--- config.mk ---
export PLATFORM = sky130hd
export DESIGN_NAME = ram_copier_flat
export DESIGN_NICKNAME = d
export VERILOG_FILES = /design/src/rtl/marvin_ram_pkg.sv /design/src/rtl/ram_copier_if.sv /design/src/rtl/ram_copier.sv /design/src/flat_wrapper.sv
export SDC_FILE = /design/constraint.sdc
export NUM_CORES = 1
export LEC_CHECK = 0
export BUFFER_PORTS_ARGS = -buffer_cell sky130_fd_sc_hd__buf_4
export CAP_MARGIN = 25
export CELL_PAD_IN_SITES_DETAIL_PLACEMENT = 1
export CELL_PAD_IN_SITES_GLOBAL_PLACEMENT = 1
export CORE_MARGIN = 1
export CORE_UTILIZATION = 28
export CTS_BUF_LIST = sky130_fd_sc_hd__clkbuf_8 sky130_fd_sc_hd__clkbuf_16
export CTS_CLUSTER_DIAMETER = 200
export DETAILED_ROUTE_END_ITERATION = 10
export PLACE_DENSITY = 0.58
export SLEW_MARGIN = 20
export SYNTH_ARGS = -nofsm -noshare
export SYNTH_HDL_FRONTEND = slang
export SYNTH_SLANG_ARGS = --single-unit
--- constraint.sdc ---
create_clock -name clk -period 4.2 [get_ports clk]
set_clock_uncertainty 0.15 [all_clocks]
set_input_delay 0 -clock clk [delete_from_list [all_inputs] [get_ports clk]]
set_output_delay 0 -clock clk [all_outputs]
set_load 0.005 [all_outputs]
--- src/rtl/marvin_ram_pkg.sv ---
// Shared types for the marvin RAM utility blocks.
// Holds the ram_copier state encoding so that monitors and other blocks
// can decode the same states.
package marvin_ram_pkg;

   // Copier sequencing states
   typedef enum logic [1:0] {
      ST_IDLE  = 2'd0,
      ST_READ  = 2'd1,
      ST_WRITE = 2'd2,
      ST_DONE  = 2'd3
   } copier_state_t;

endpackage

--- src/rtl/ram_copier_if.sv ---
// Single-port RAM bus between ram_copier and a RAM with combinational read.
// Ports:
//   ram_ena  - port enable (copier -> RAM)
//   ram_we   - write strobe (copier -> RAM)
//   ram_addr - word address (copier -> RAM)
//   ram_din  - write data (copier -> RAM)
//   ram_dout - read data, combinational on ram_addr (RAM -> copier)
// Modports: master = copier side, slave = RAM side.
interface ram_copier_if #(
   parameter int unsigned DATA_ = 8,
   parameter int unsigned ADDR_ = 8
) ();

   logic             ram_ena;
   logic             ram_we;
   logic [ADDR_-1:0] ram_addr;
   logic [DATA_-1:0] ram_din;
   logic [DATA_-1:0] ram_dout;

   modport master (
      output ram_ena,
      output ram_we,
      output ram_addr,
      output ram_din,
      input  ram_dout
   );

   modport slave (
      input  ram_ena,
      input  ram_we,
      input  ram_addr,
      input  ram_din,
      output ram_dout
   );

endinterface

--- src/rtl/ram_copier.sv ---
// Block copier over a single-port RAM: copies len words from src to dst in
// ascending address order, one read cycle and one write cycle per word.
// Addresses wrap modulo 2**ADDR_; len may be 0 .. 2**ADDR_.
// Optional fill mode (macro RAM_COPIER_FILL_EN): writes a captured pattern to
// len consecutive dst addresses at one word per cycle.
// Ports:
//   clk, rst      - clock and asynchronous active-high reset
//   start         - request pulse, only accepted while idle
//   src, dst, len - transfer description, captured on accept
//   fill, pattern - fill-mode select and data (RAM_COPIER_FILL_EN only)
//   busy          - high in every state except IDLE
//   done          - one-cycle completion pulse
//   ram           - RAM bus (master side), all outputs registered
module ram_copier
   import marvin_ram_pkg::*;
#(
   parameter int unsigned DATA_ = 8,
   parameter int unsigned ADDR_ = 8
) (
   input  logic             clk,
   input  logic             rst,
   input  logic             start,
   input  logic [ADDR_-1:0] src,
   input  logic [ADDR_-1:0] dst,
   input  logic [ADDR_:0]   len,
`ifdef RAM_COPIER_FILL_EN
   input  logic             fill,
   input  logic [DATA_-1:0] pattern,
`endif
   output logic             busy,
   output logic             done,
   ram_copier_if.master     ram
);

   copier_state_t    state;
   logic [ADDR_-1:0] src_q;
   logic [ADDR_-1:0] dst_q;
   logic [ADDR_:0]   cnt_q;

   logic [ADDR_-1:0] src_inc_c;
   logic [ADDR_-1:0] dst_inc_c;
   logic [ADDR_:0]   cnt_dec_c;
   logic             last_c;

`ifdef RAM_COPIER_FILL_EN
   logic             fill_q;
`else
   localparam logic  fill_q = 1'b0;
`endif

   // Address/count updates applied as each word is written
   assign src_inc_c = src_q + ADDR_'(1);
   assign dst_inc_c = dst_q + ADDR_'(1);
   assign cnt_dec_c = cnt_q - (ADDR_+1)'(1);
   assign last_c    = (cnt_q == (ADDR_+1)'(1));

   // Sequencer; RAM outputs are set on entry to the state that uses them.
   // ram.ram_din doubles as the data register holding the word read.
   always_ff @(posedge clk or posedge rst) begin
      if (rst) begin
         state        <= ST_IDLE;
         busy         <= 1'b0;
         done         <= 1'b0;
         src_q        <= '0;
         dst_q        <= '0;
         cnt_q        <= '0;
         ram.ram_ena  <= 1'b0;
         ram.ram_we   <= 1'b0;
         ram.ram_addr <= '0;
         ram.ram_din  <= '0;
`ifdef RAM_COPIER_FILL_EN
         fill_q       <= 1'b0;
`endif
      end else begin
         done <= 1'b0;
         case (state)
            ST_IDLE: begin
               ram.ram_ena <= 1'b0;
               ram.ram_we  <= 1'b0;
               if (start) begin
                  busy <= 1'b1;
                  if (len == '0) begin
                     // Empty request: report completion without touching RAM
                     state <= ST_DONE;
                     done  <= 1'b1;
                  end else begin
                     src_q <= src;
                     dst_q <= dst;
                     cnt_q <= len;
`ifdef RAM_COPIER_FILL_EN
                     fill_q <= fill;
                     if (fill) begin
                        state        <= ST_WRITE;
                        ram.ram_ena  <= 1'b1;
                        ram.ram_we   <= 1'b1;
                        ram.ram_addr <= dst;
                        ram.ram_din  <= pattern;
                     end else
`endif
                     begin
                        state        <= ST_READ;
                        ram.ram_ena  <= 1'b1;
                        ram.ram_we   <= 1'b0;
                        ram.ram_addr <= src;
                     end
                  end
               end
            end

            ST_READ: begin
               state        <= ST_WRITE;
               ram.ram_we   <= 1'b1;
               ram.ram_addr <= dst_q;
               ram.ram_din  <= ram.ram_dout;
            end

            ST_WRITE: begin
               src_q <= src_inc_c;
               dst_q <= dst_inc_c;
               cnt_q <= cnt_dec_c;
               if (last_c) begin
                  state       <= ST_DONE;
                  done        <= 1'b1;
                  ram.ram_ena <= 1'b0;
                  ram.ram_we  <= 1'b0;
               end else if (fill_q) begin
                  // Fill streams writes back to back; pattern stays in ram_din
                  state        <= ST_WRITE;
                  ram.ram_addr <= dst_inc_c;
               end else begin
                  state        <= ST_READ;
                  ram.ram_we   <= 1'b0;
                  ram.ram_addr <= src_inc_c;
               end
            end

            ST_DONE: begin
               state <= ST_IDLE;
               busy  <= 1'b0;
            end

            default: begin
               state <= ST_IDLE;
               busy  <= 1'b0;
            end
         endcase
      end
   end

endmodule

--- src/flat_wrapper.sv ---
// flat-port wrapper written by rule: the top's interface ports become plain ports
module ram_copier_flat import marvin_ram_pkg::*;
#(
   parameter int unsigned DATA_ = 8,
   parameter int unsigned ADDR_ = 8
)
  (clk, rst, start, src, dst, len, busy, done, ram_ram_ena, ram_ram_we, ram_ram_addr, ram_ram_din, ram_ram_dout);
  ram_copier_if #(.DATA_(DATA_), .ADDR_(ADDR_)) ram_i ();
  input  logic clk;
  input  logic rst;
  input  logic start;
  input  logic [ADDR_-1:0] src;
  input  logic [ADDR_-1:0] dst;
  input  logic [ADDR_:0] len;
  output logic busy;
  output logic done;
  output wire logic [$bits(ram_i.ram_ena)-1:0] ram_ram_ena;
  output wire logic [$bits(ram_i.ram_we)-1:0] ram_ram_we;
  output wire logic [$bits(ram_i.ram_addr)-1:0] ram_ram_addr;
  output wire logic [$bits(ram_i.ram_din)-1:0] ram_ram_din;
  input wire logic [$bits(ram_i.ram_dout)-1:0] ram_ram_dout;
  assign ram_ram_ena = ram_i.ram_ena;
  assign ram_ram_we = ram_i.ram_we;
  assign ram_ram_addr = ram_i.ram_addr;
  assign ram_ram_din = ram_i.ram_din;
  assign ram_i.ram_dout = ram_ram_dout;
  ram_copier #(.DATA_(DATA_), .ADDR_(ADDR_)) u_core (.clk(clk), .rst(rst), .start(start), .src(src), .dst(dst), .len(len), .busy(busy), .done(done), .ram(ram_i));
endmodule
# ---- Word level (Yosys, flattened, before mapping)
# Index checks and enable logic that the tools add are counted.
# Widths: inputs -> output; s select.
dict set report word_totals {
  reg_bits 47
  output_inout_bits 20
  inputBits 36
}
dict set report op_classes {
  reduce_logical 11
  n_mux 26
  n_eq_ne 8
  n_addsub 3
}
# operator n
set ops {}
lappend ops {{$mux 8} 5}
lappend ops {{$pmux 8 s2} 2}
lappend ops {{$pmux 8 s3} 1}
lappend ops {{$mux 9} 2}
lappend ops {{$pmux 9 s2} 1}
lappend ops {{$add 8x1->8 const B} 2}
lappend ops {{$eq 9x1->1 const B} 1}
lappend ops {{$logic_not 9->1} 1}
lappend ops {{$sub 9x1->9 const B} 1}
lappend ops {{$pmux 1 s2} 4}
lappend ops {{$pmux 2 s4} 1}
lappend ops {{$mux 1} 7}
lappend ops {{$mux 2} 3}
lappend ops {{$ne 2x2->1 const B} 3}
lappend ops {{$reduce_bool 2->1} 3}
lappend ops {{$eq 2x2->1 const B} 2}
lappend ops {{$reduce_and 2->1} 2}
lappend ops {{$reduce_and 4->1} 1}
lappend ops {{$reduce_and 3->1} 1}
lappend ops {{$reduce_bool 3->1} 1}
lappend ops {{$eq 2x1->1 const B} 1}
lappend ops {{$logic_not 2->1} 1}
lappend ops {{$ne 2x1->1 const B} 1}
lappend ops {{$reduce_or 2->1} 1}

# ---- Depth between registers and ports, before layout
# Gate-level depths: netlist of run 1.
dict set report logic_depth {
  depth_word 4
  ltp_mapped 8
  ltp_nobuf 6
}

# ---- Least setup slack after synthesis of run 1
# OpenSTA, ideal clock, no wires.
dict set report synth_path {
  path_type {reg-to-reg}
  start {reg u_core.state[0]}
  end {reg u_core.ram.ram_addr[0]}
  arrival_time_ps 1778
  period_less_slack_ps 2053
  path_stages_with_launch 8
  required_time_ps 3925
  setup_ps 125
  slack_ps 2147
  path_cell_list {dfrtp_1 -> inv_1 -> ha_1 -> buf_2 -> or2_1 -> buf_2 -> o211ai_4 -> mux2_2}
}
dict set report synth_via {
  elab_chain_len 3
  elab_cells_between_ends 9
  cone_classes {eq/ne: 5; mux: 1; reduce/logical: 3}
}
# element line_no
set synth_lines {}
lappend synth_lines {{start: declaration} ram_copier.sv:35} ;# copier_state_t state;
lappend synth_lines {{start signal: assignment} ram_copier.sv:61} ;# state <= ST_IDLE;
lappend synth_lines {{start signal: assignment} ram_copier.sv:84} ;# state <= ST_DONE;
lappend synth_lines {{start signal: assignment} ram_copier.sv:101} ;# state <= ST_READ;
lappend synth_lines {{$eq 2x2->1, or another cell as far along} ram_copier.sv:76} ;# case (state)
lappend synth_lines {{$ne 2x2->1 (no source line) or $reduce_bool 3->1 (tied branches)} -}
lappend synth_lines {{$reduce_and 4->1 (no source line)} -}
lappend synth_lines {{end signal: assignment} ram_copier.sv:104} ;# ram.ram_addr <= src;
lappend synth_lines {{end signal: assignment} ram_copier.sv:113} ;# ram.ram_addr <= dst_q;
lappend synth_lines {{end signal: assignment} ram_copier.sv:129} ;# ram.ram_addr <= dst_inc_c;
lappend synth_lines {{end: declaration} ram_copier_if.sv:23} ;# output ram_addr,
# Parallel ways exist; a longest one is shown, timed or not.
# A chain may end at the register's enable or synchronous reset.

# ---- Worst setup path after layout of run 1
dict set report layout_path {
  start {reg u_core.state[0]}
  end {reg u_core.cnt_q[7]}
}
dict set report layout_via {
  elab_chain_len 3
  elab_cells_between_ends 7
  cone_classes {eq/ne: 3; mux: 1; reduce/logical: 3}
}
# element line_no
set layout_lines {}
lappend layout_lines {{$logic_not 2->1 or $eq 2x2->1 (tied branches)} ram_copier.sv:76}
lappend layout_lines {{$ne 2x2->1 (no source line) or $reduce_bool 2->1 (tied branches)} -}
lappend layout_lines {{$reduce_and 3->1 (no source line)} -}
lappend layout_lines {{end signal: assignment} ram_copier.sv:89} ;# cnt_q <= len;
lappend layout_lines {{end signal: assignment} ram_copier.sv:120} ;# cnt_q <= cnt_dec_c;
lappend layout_lines {{end: declaration} ram_copier.sv:38} ;# logic [ADDR_:0] cnt_q;
# Parallel ways exist; a longest one is shown, timed or not.

==> results of run 1 <==
sequential cells by signal, summed over array words and instances (netlist names):
name,cells
u_core.done,1
u_core.cnt_q,9
u_core.busy,1
u_core.ram.ram_addr,8
u_core.src_q,8
u_core.ram.ram_ena,1
u_core.dst_q,8
u_core.ram.ram_din,8
u_core.state,2
u_core.ram.ram_we,1
area by class of cell:
class,count,area [sq um]
Fill cell,1169,6020
Multi-Input combinational cell,224,1540
Sequential cell,47,1180
Timing Repair Buffer,91,766
Tap cell,133,166
Clock buffer,6,82.6
Inverter,11,41.3
Clock inverter,2,35.0
cell usage after synthesis, types with 2 or more instances:
master / number
nand2b_1: 5
a41oi_1: 2
nand2_1: 31
a22oi_1: 3
a31oi_1: 15
o22ai_1: 9
a41o_1: 2
nor4_1: 5
buf_2: 9
a21bo_2: 3
a211o_1: 6
ha_1: 9
nor4b_1: 2
buf_6: 3
dfrtp_1: 47
nor4_4: 2
o31ai_1: 2
nand4_1: 3
nor3_1: 6
or3_1: 2
nand3_1: 16
inv_1: 11
nor2b_1: 2
mux2i_1: 3
nor2_1: 13
mux2_2: 16
o32ai_1: 3
buf_1: 3
o21ai_0: 20
clkbuf_1: 5
a21oi_1: 20
a2bb2oi_1: 2
per-stage QoR:
stage / power, W / worst slack [ns] / hold slack, ns / std cells
final: 0.000899 / 1.46 / 0.0408 / 514
after detailed placement: 0.000523 / 1.46 / 0.0753 / 473
after global routing: 0.000935 / 1.25 / 0.0492 / 514
after CTS: 0.000912 / 1.45 / 0.0418 / 514
after floorplan: 0.000479 / 2.15 / -0.0363 / 302
after global placement: 0.000522 / 1.53 / 0.0812 / 473
how the worst max path moves through the flow:
stage / start / to / slack [ns] / cells past startpoint
finish: u_core.state[0]$_DFFE_PP0P_ / u_core.cnt_q[7]$_DFFE_PP0P_ / 1.46 / 6
global route: u_core.state[1]$_DFFE_PP0P_ / u_core.dst_q[2]$_DFFE_PP0P_ / 1.25 / 6
CTS: u_core.state[0]$_DFFE_PP0P_ / u_core.cnt_q[7]$_DFFE_PP0P_ / 1.45 / 6
detailed placement: u_core.state[0]$_DFFE_PP0P_ / u_core.cnt_q[7]$_DFFE_PP0P_ / 1.46 / 6
global placement: u_core.state[0]$_DFFE_PP0P_ / u_core.dst_q[7]$_DFFE_PP0P_ / 1.53 / 6
floorplan: u_core.state[0]$_DFFE_PP0P_ / u_core.ram.ram_addr[0]$_DFFE_PP0P_ / 2.15 / 7
routing by layer:
metal | routed length, microns | share of wire | global-route usage | vias to the layer above
met5 | 0 | 0 | 0 | -
met4 | 57 | 0.0065 | 0.0379 | 0
met3 | 226 | 0.026 | 0.0258 | 4
met2 | 4230 | 0.48 | 0.305 | 46
met1 | 4250 | 0.49 | 0.237 | 1336
li1 | - | - | - | 1283
worst register-to-register path, cell delays in order (launching register included):
cell and delay [ns]:
dfrtp_1 0.41, inv_1 0.10, ha_1 0.35, and2b_2 0.30, a31oi_4 0.61, nand2_2 0.33
a211o_1 0.38
power by group:
group / switching, W / leakage [nW] / internal (W)
sequential: 0.00000205 / 0.547 / 0.000456
combinational: 0.0000284 / 1.07 / 0.0000499
clock: 0.000170 / 0.0612 / 0.000193
total: 0.000200 / 1.68 / 0.000699
cell families (layout without fill, tap and decap cells):
kind of cell	Yosys count	after routing
AND/OR/NAND/NOR	98	98
XOR/XNOR	1	1
AO/OA/AOI/OAI	97	97
multiplexers	19	19
adder cells (fa/ha/maj)	9	9
buffers and inverters	31	110
flip-flops	47	47
==> results.cfg, run 1 <==
[run_status]
status = complete, no violations

[synth]
synthDistinctLibCells = 54
synth_simple_gate_area_share = 0.188
synth_compound_area_frac = 0.233
synth-edff-count = 0
ys_ff_latch = 47
synth_area_sq_um = 2860
synth_warnings = 0
synth_top_family_by_area = compound AO/OA/AOI/OAI gates
synth-xor-area-share = 0.00306
async_reset_ff_frac = 1.00
synthMuxAreaShare = 0.0734
synthTopCellsByArea = dfrtp_1 41%, mux2_2 6.3%, nand2_1 4.1%, ha_1 3.9%, a21oi_1 3.5%
synth_seq_area_share = 0.411
synth_cells = 302
synth_nets = 347
synthDominantCellAreaShare = 0.411
synthAdderAreaFrac = 0.0393
avgSynthCellArea_sq_um = 9.48
synth_flop_cell = dfrtp_1
yosys.area.top_type = dfrtp_1

[setup_path]
worstPathMaxFanout = 23
crit_arrival_ns = 2.79
critical_path_class = flop to flop
rr_worst_depth = 6
cpPeakStageDelay_ns = 0.61
cp-end-kind = flop
path_cells = inv_1 -> ha_1 -> and2b_2 -> a31oi_4 -> nand2_2 -> a211o_1
cp_top_family = compound AO/OA/AOI/OAI gates
worst-path-buf-inv = 1
cp_slowest_cell = a31oi_4
cp_data_required_time_ns = 4.25
regToRegSetupSlack_ns = 1.46
r2r-end = u_core.cnt_q[7]$_DFFE_PP0P_
r2r-start = u_core.state[0]$_DFFE_PP0P_
critPathLaunchType = flop

[finish]
nets = 425
finalInstanceArea_sq_um = 3800
mostFrequentLayoutCell = buf_4
final_core_util = 0.387
num_antenna_cells = 0
drive_gt1_frac = 0.260
syn2layout_area_growth_pct = 32.9
layout_common_cells = 58 x buf_4, 47 x dfrtp_1, 33 x dlygate4sd3_1

[min_path]
hold_path.class = input pin to flop
hold_depth = 5
hold_path_end = u_core.done$_DFF_PP0_
worstHoldStart = len[6]

[detailed_routing]
dr.pass1.iters = 4
wirelength_microns = 8760
drc = 0
ant_nets = 0
routed_via_density = 5.19
routed-via-count = 2669
drt_iter0_drc = 120
avgRoutedWirePerCell_microns = 17.1

[clock_tree]
cts.sinks = 47
post_cts_buffers = 0
cts_tree = done
htree_levels = 2
postCtsHoldBufs = 33
clock_path_buffers = 2
cts-root-buf = clkbuf_8
cts_resized = 0
numCtsBuffers = 5
clk_pin_slew_ns = 0.10
clock_latency_ns = 0.31

[sta]
maxSlewViolCount = 0
post-route-period-util = 0.652
tns_ns = 0
setup_viol = 0
max_freq_mhz = 365
tightestPinTransition_ns = 1.01
period_minus_slack_ns = 2.74
slew_headroom = 0.325
hold_viol_final = 0
rsz0062_at_grt = no

[place]
detailed_place_hpwl_microns = 5860
place_area_sq_um = 3360
gp_congestion = 0.771
port_buffers = 55

[power]
leakage_nw = 1.68
ir_drop_mv = 0.110
power_density_nw_per_um2 = 236

[global_route]
grtUsageTotal = 0.177
antenna_found_initial = 0
grt_start_max_net_pins = 55
grt_overflow_total = 0
grt_pass1_wl_microns = 14200
grt_pass1_vias = 2722

[die]
core_sq_um = 9820
dieArea_sq_um = 10600
die_w_microns = 103
die_h_microns = 103
io_pins = 56
rows = 36
initial_utilization = 0.292

[run]
drv_cap = 0
Power figures use the tool's default switching activity.
==> inputs of run 2 (changes only) <==
--- a/config.mk
+++ b/config.mk
@@ -5,6 +5,7 @@
 export SDC_FILE = /design/constraint.sdc
 export NUM_CORES = 1
 export LEC_CHECK = 0
+export ABC_AREA = 1
 export BUFFER_PORTS_ARGS = -buffer_cell sky130_fd_sc_hd__buf_4
 export CAP_MARGIN = 25
 export CELL_PAD_IN_SITES_DETAIL_PLACEMENT = 1
@@ -14,7 +15,7 @@
 export CTS_BUF_LIST = sky130_fd_sc_hd__clkbuf_8 sky130_fd_sc_hd__clkbuf_16
 export CTS_CLUSTER_DIAMETER = 200
 export DETAILED_ROUTE_END_ITERATION = 10
-export PLACE_DENSITY = 0.58
+export PLACE_DENSITY = 0.61
 export SLEW_MARGIN = 20
 export SYNTH_ARGS = -nofsm -noshare
 export SYNTH_HDL_FRONTEND = slang
==> constraint.sdc (replaced) <==
create_clock -name clk -period 2.6 [get_ports clk]
set_clock_uncertainty 0.15 [all_clocks]
set_input_delay 0 -clock clk [delete_from_list [all_inputs] [get_ports clk]]
set_output_delay 0 -clock clk [all_outputs]
set_load 0.005 [all_outputs]
==> run 2 against run 1 <==
Final area is 2.8% higher. Maximum frequency increased by 25%. Register-to-register slack got worse by 1.1 ns. Die area increased by 1.0%. Global-route usage fell by 0.45 points. Clock power increased by 45%. Count of clock-buffer cells in the layout decreased by 1. Sequential share of layout area is 0.83 points lower.
==> results.cfg, run 2 <==
[run_status]
status = complete, no violations

[detailed_routing]
ant_nets = 0
dr.pass1.iters = 4
routed_via_density = 4.47
routed-via-count = 2778
drc = 0
avgRoutedWirePerCell_microns = 13.9
drt_iter0_drc = 87
wirelength_microns = 8630

[setup_path]
path_common_cell = nand2_1
crit_arrival_ns = 2.25
critPathLaunchType = flop
cp_data_required_time_ns = 2.65
cp_slowest_cell = dfrtp_1
path_cells = inv_1 -> ha_1 -> buf_4 -> nand2_1 -> nor2_1 -> nand3_1 -> nand2_1 -> nor2_4 -> inv_2 -> nand2_1 -> nand2_1
cpPeakStageDelay_ns = 0.41
critical_path_class = flop to flop
worstPathMaxFanout = 13
cp-end-kind = flop
rr_worst_depth = 11

[finish]
syn2layout_area_growth_pct = 35.1
layout_common_cells = 152 x nand2_1, 63 x buf_4, 47 x dfrtp_1
final_core_util = 0.394
mostFrequentLayoutCell = nand2_1
drive_gt1_frac = 0.213
num_antenna_cells = 0
finalInstanceArea_sq_um = 3910
largest_reg_flops = 9
top_register = u_core.cnt_q
nets = 533

[synth]
synth-edff-count = 0
yosys.area.top_type = dfrtp_1
synth_flop_cell = dfrtp_1
synthTopCellsByArea = dfrtp_1 41%, nand2_1 20%, nand3_1 6.1%, inv_1 5.3%, ha_1 3.9%
synth_cells = 396
ys_ff_latch = 47
synth_warnings = 0
async_reset_ff_frac = 1.00
avgSynthCellArea_sq_um = 7.30
synthDistinctLibCells = 31
synth_nets = 441
synth_seq_area_share = 0.407
synth_common_cells = 152 x nand2_1, 47 x dfrtp_1, 41 x inv_1
yosysMostFrequentCell = nand2_1
synthDominantCellAreaShare = 0.407
synth_area_sq_um = 2890

[power]
power_density_nw_per_um2 = 1150
p_int_w = 0.00240
combinationalPowerShare = 0.565
netSwitchingFraction = 0.466
ir_drop_mv = 0.500
clockPowerShare = 0.117
leakage_nw = 2.04
switching_power_w = 0.00209
seqPwrFrac = 0.318

[place]
port_buffers = 55
detailed_place_hpwl_microns = 6110
gp_congestion = 0.770
dp_slack_ns = 0.396
place_area_sq_um = 3450

[global_route]
grtUsageTotal = 0.173
grt_pass1_vias = 3029
grt_start_max_net_pins = 48
grt_pass1_wl_microns = 15000
antenna_found_initial = 0
grt_overflow_total = 0

[die]
io_pins = 56
rows = 36
dieArea_sq_um = 10700
initial_utilization = 0.292
core_sq_um = 9910
die_h_microns = 104
die_w_microns = 104

[clock_tree]
cts.sinks = 47
clock_latency_ns = 0.30
cts_tree = done
postCtsHoldBufs = 36
numCtsBuffers = 5
clock_path_buffers = 2
clk_pin_slew_ns = 0.09
cts-root-buf = clkbuf_8
htree_levels = 2
post_cts_buffers = 0
cts_resized = 0

[sta]
hold_ws_ns = 0.283
period_minus_slack_ns = 2.20
tightestPinTransition_ns = 0.640
finalWorstSetupSlack_ns = 0.401
maxSlewViolCount = 0
max_freq_mhz = 455
setup_viol = 0
tns_ns = 0
hold_viol_final = 0
slew_headroom = 0.574
rsz0062_at_grt = no
post-route-period-util = 0.846

[run]
drv_cap = 0

[min_path]
hold_path.class = input pin to asynchronous set/reset pin
-- run 2: changes by cell type in the layout (fill, tap and decap cells not counted), sizes merged, moves of 9 or more --
cell	delta
nand2	+125
inv	+32
nand3	+20
a31oi	-15
nor2	+15
o21ai	+10
a21oi	-9
o22ai	-9
-- run 2: area by class of cell --
type	instances	area, sq um
Fill cell	1265	6000
Clock inverter	2	33.8
Tap cell	133	166
Inverter	42	158
Multi-Input combinational cell	293	1470
Clock buffer	5	68.8
Sequential cell	47	1180
Timing Repair Buffer	99	833
-- run 2: per-layer routing --
metal  vias to the layer above  share of wire  routed length, microns  track usage
met5                         -              0                       0            0
met4                         0          0.013                     116       0.0414
met3                        12          0.025                     217       0.0258
met2                        43           0.47                    4070        0.294
met1                      1291           0.49                    4230        0.230
li1                       1432              -                       -            -
-- run 2: worst max-delay path: cells and delay by family (launching register included) --
kind	cells	cell delay, ns
adders and majority gates	1	0.26
buffers and inverters	3	0.45
DFF	1	0.41
and+or+nand+nor	7	0.83
-- run 2: kinds of logic (layout without fill, tap and decap cells) --
group | after synthesis | in the layout | share of synthesized area
buffers and inverters | 56 | 148 | 0.0861
and+or+nand+nor | 229 | 229 | 0.337
muxes | 8 | 8 | 0.0311
adders and majority gates | 9 | 9 | 0.0389
DFF | 47 | 47 | 0.407
AOI/OAI and AO/OA | 47 | 47 | 0.100
-- run 2: final timing paths --
path	startpoint	end	slack (ns)
setup / recovery	u_core.state[0]$_DFFE_PP0P_	u_core.ram.ram_addr[2]$_DFFE_PP0P_	0.40
hold / removal	rst	u_core.ram.ram_addr[0]$_DFFE_PP0P_	0.28
setup reg to reg	u_core.state[0]$_DFFE_PP0P_	u_core.ram.ram_addr[2]$_DFFE_PP0P_	0.40
hold reg to reg	u_core.ram.ram_addr[1]$_DFFE_PP0P_	u_core.ram.ram_addr[1]$_DFFE_PP0P_	0.33
max in group asynchronous	rst	u_core.cnt_q[3]$_DFFE_PP0P_	1.58
min in group clk	ram_ram_dout[4]	u_core.ram.ram_din[4]$_DFFE_PP0N_	0.33
-- run 2: stage by stage --
stage	std cells	power (W)
2_1_floorplan	396	0.00317
6_report	621	0.00450
3_5_place_dp	578	0.00397
4_1_cts	621	0.00456
3_3_place_gp	578	0.00391
5_1_grt	621	0.00499
-- run 2: power groups by stage --
| stage | Sequential [W] | Clock, W | Combinational, W |
|---|---|---|---|
| after floorplan | 0.00137 | 0 | 0.00180 |
| after global placement | 0.00143 | 0 | 0.00248 |
| after detailed placement | 0.00144 | 0 | 0.00253 |
| after CTS | 0.00143 | 0.000549 | 0.00258 |
| after global routing | 0.00149 | 0.000577 | 0.00293 |
| final | 0.00143 | 0.000528 | 0.00254 |
==> inputs of run 3 (changes only) <==
--- a/config.mk
+++ b/config.mk
@@ -5,7 +5,7 @@
 export SDC_FILE = /design/constraint.sdc
 export NUM_CORES = 1
 export LEC_CHECK = 0
-export ABC_AREA = 1
+export ABC_AREA = 0
 export BUFFER_PORTS_ARGS = -buffer_cell sky130_fd_sc_hd__buf_4
 export CAP_MARGIN = 25
 export CELL_PAD_IN_SITES_DETAIL_PLACEMENT = 1
@@ -15,7 +15,7 @@
 export CTS_BUF_LIST = sky130_fd_sc_hd__clkbuf_8 sky130_fd_sc_hd__clkbuf_16
 export CTS_CLUSTER_DIAMETER = 200
 export DETAILED_ROUTE_END_ITERATION = 10
-export PLACE_DENSITY = 0.61
+export PLACE_DENSITY = 0.6
 export SLEW_MARGIN = 20
 export SYNTH_ARGS = -nofsm -noshare
 export SYNTH_HDL_FRONTEND = slang
==> constraint.sdc (replaced) <==
create_clock -name clk -period 1.9 [get_ports clk]
set_clock_uncertainty 0.15 [all_clocks]
set_input_delay 0 -clock clk [delete_from_list [all_inputs] [get_ports clk]]
set_output_delay 0 -clock clk [all_outputs]
set_load 0.005 [all_outputs]
==> run 3 against run 2 <==
Final cell count is 8.9% lower. Largest power group is now registers. Maximum frequency is 10% higher. Final area is 13% higher. Largest cell class unchanged. Via count is 3.7% higher. Die area is 1.0% lower. The flow now finishes with violations (setup timing). Sequential share of layout area is 3.5 points lower. First-iteration DRC count is 61% higher. Total power is 54% lower. Sequential cell count stayed put. Utilization is 5.6 points higher.
==> results.cfg, run 3 (synthesized netlist as in run 1, its figures left out) <==
[finish]
drive_gt1_frac = 0.397
top_register = u_core.cnt_q
fillers = 1148
largest_reg_flops = 9
syn2layout_area_growth_pct = 54.4
num_antenna_cells = 0
mostFrequentLayoutCell = buf_4
layout_common_cells = 102 x buf_4, 47 x dfrtp_1, 33 x dlygate4sd3_1
nets = 477

[clock_tree]
cts_tree = done
cts.sinks = 47
clock_latency_ns = 0.30
clk_pin_slew_ns = 0.10
cts-root-buf = clkbuf_8
numCtsBuffers = 5
htree_levels = 2
clock_path_buffers = 2

[setup_path]
critPathLaunchType = flop
crit_arrival_ns = 2.04
critical_path_class = flop to flop
cp-end-kind = flop
cp_data_required_time_ns = 1.95
regToRegSetupSlack_ns = -0.09
worstPathMaxFanout = 8

[place]
port_buffers = 55
detailed_place_hpwl_microns = 6680
gp_congestion = 0.829
dp_slack_ns = -0.164

[global_route]
grtUsageTotal = 0.189
grt_start_max_net_pins = 27
grt_overflow_total = 0
grt_pass1_vias = 3053
grt_pass1_wl_microns = 15300
antenna_found_initial = 0

[die]
core_sq_um = 9820
initial_utilization = 0.292
rows = 36
dieArea_sq_um = 10600
die_h_microns = 103
io_pins = 56
die_w_microns = 103

[power]
p_int_w = 0.00164
p_total_w = 0.00208
seqPwrFrac = 0.487
power_density_nw_per_um2 = 471
clockPowerShare = 0.428
combinationalPowerShare = 0.086
leakage_nw = 1.98
switching_power_w = 0.000439
ir_drop_mv = 0.312
netSwitchingFraction = 0.211

[detailed_routing]
drt_iter0_drc = 140
routed_via_density = 5.09
ant_nets = 0
avgRoutedWirePerCell_microns = 16.7
dr.pass1.iters = 4
wirelength_microns = 9450
routed-via-count = 2882
drc = 0

[sta]
hold_viol_final = 0
rsz0062_at_grt = yes
post-route-period-util = 1.05
slew_headroom = 0.655
period_minus_slack_ns = 1.99
setup_viol = 9
tns_ns = -0.660
max_freq_mhz = 502
tightestPinTransition_ns = 0.516
finalWorstSetupSlack_ns = -0.0937
maxSlewViolCount = 0

[run_status]
status = finished, violations left
failed_checks = setup timing

[min_path]
hold_path.class = input pin to flop

[run]
drv_cap = 0
==> run 3: critical path: stages, from the launching register on <==
cell,delay [ns]
dfrtp_1,0.37
inv_2,0.07
ha_4,0.18
and2b_2,0.22
a31oi_4,0.29
o211ai_4,0.13
buf_12,0.17
mux2_4,0.29
==> run 3: cell type report <==
| type | count | area (sq um) | area share |
|---|---|---|---|
| inverters | 11 | 41.3 | 0.00934 |
| well taps | 133 | 166 | 0.0376 |
| multi-input cells | 224 | 1690 | 0.383 |
| clock buffers | 5 | 68.8 | 0.0156 |
| repair buffers | 143 | 1210 | 0.274 |
| flip-flops and latches | 47 | 1180 | 0.266 |
| clock inverters | 3 | 63.8 | 0.0144 |
==> run 3: what timing repair did <==
action / in CTS / in global routing
endpoints found under the setup margin: 30 / 32
endpoints found under the hold margin: 85 / 0
hold buffers: 33 / 0
buffers inserted: 5 / 1
gates cloned: 0 / 0
gates resized for setup: 10 / 26
pin swaps: 3 / 11
==> run 3: metrics by stage <==
step	cell area (sq um)	util	hold slack (ns)	std cells
floorplan	2910	-	-0.0363	302
global placement	3770	0.384	-0.0672	519
detailed placement	3770	0.384	-0.0702	519
CTS	4310	0.439	0.0478	565
global route	4420	0.450	0.0664	566
finish	4420	0.450	0.0390	566
==> run 3: final timing paths <==
kind | start | to | cells after the start
worst max-delay path | u_core.state[0]$_DFFE_PP0P_ | u_core.ram.ram_addr[1]$_DFFE_PP0P_ | 7
worst min-delay path | dst[7] | u_core.dst_q[7]$_DFFE_PP0P_ | 4
worst max register to register | u_core.state[0]$_DFFE_PP0P_ | u_core.ram.ram_addr[1]$_DFFE_PP0P_ | 7
worst min register to register | u_core.ram.ram_we$_DFFE_PP0P_ | u_core.ram.ram_we$_DFFE_PP0P_ | 2
max in group asynchronous | rst | u_core.ram.ram_we$_DFFE_PP0P_ | 4
min in group asynchronous | rst | u_core.ram.ram_din[0]$_DFFE_PP0N_ | 3
==> run 3: power by group through the flow <==
stage | sequential [W] | combinational (W) | clock [W]
finish | 0.00101 | 0.000178 | 0.000890
global route | 0.00101 | 0.000193 | 0.000952
CTS | 0.00101 | 0.000181 | 0.000912
detailed placement | 0.00103 | 0.000127 | 0
global placement | 0.00103 | 0.000126 | 0
floorplan | 0.00103 | 0.0000265 | 0
==> run 3: layer usage <==
| metal | part of all wire | global-route usage |
|---|---|---|
| met1 | 0.45 | 0.245 |
| met2 | 0.51 | 0.330 |
| met3 | 0.028 | 0.0285 |
| met4 | 0.0075 | 0.0466 |
| met5 | 0 | 0 |
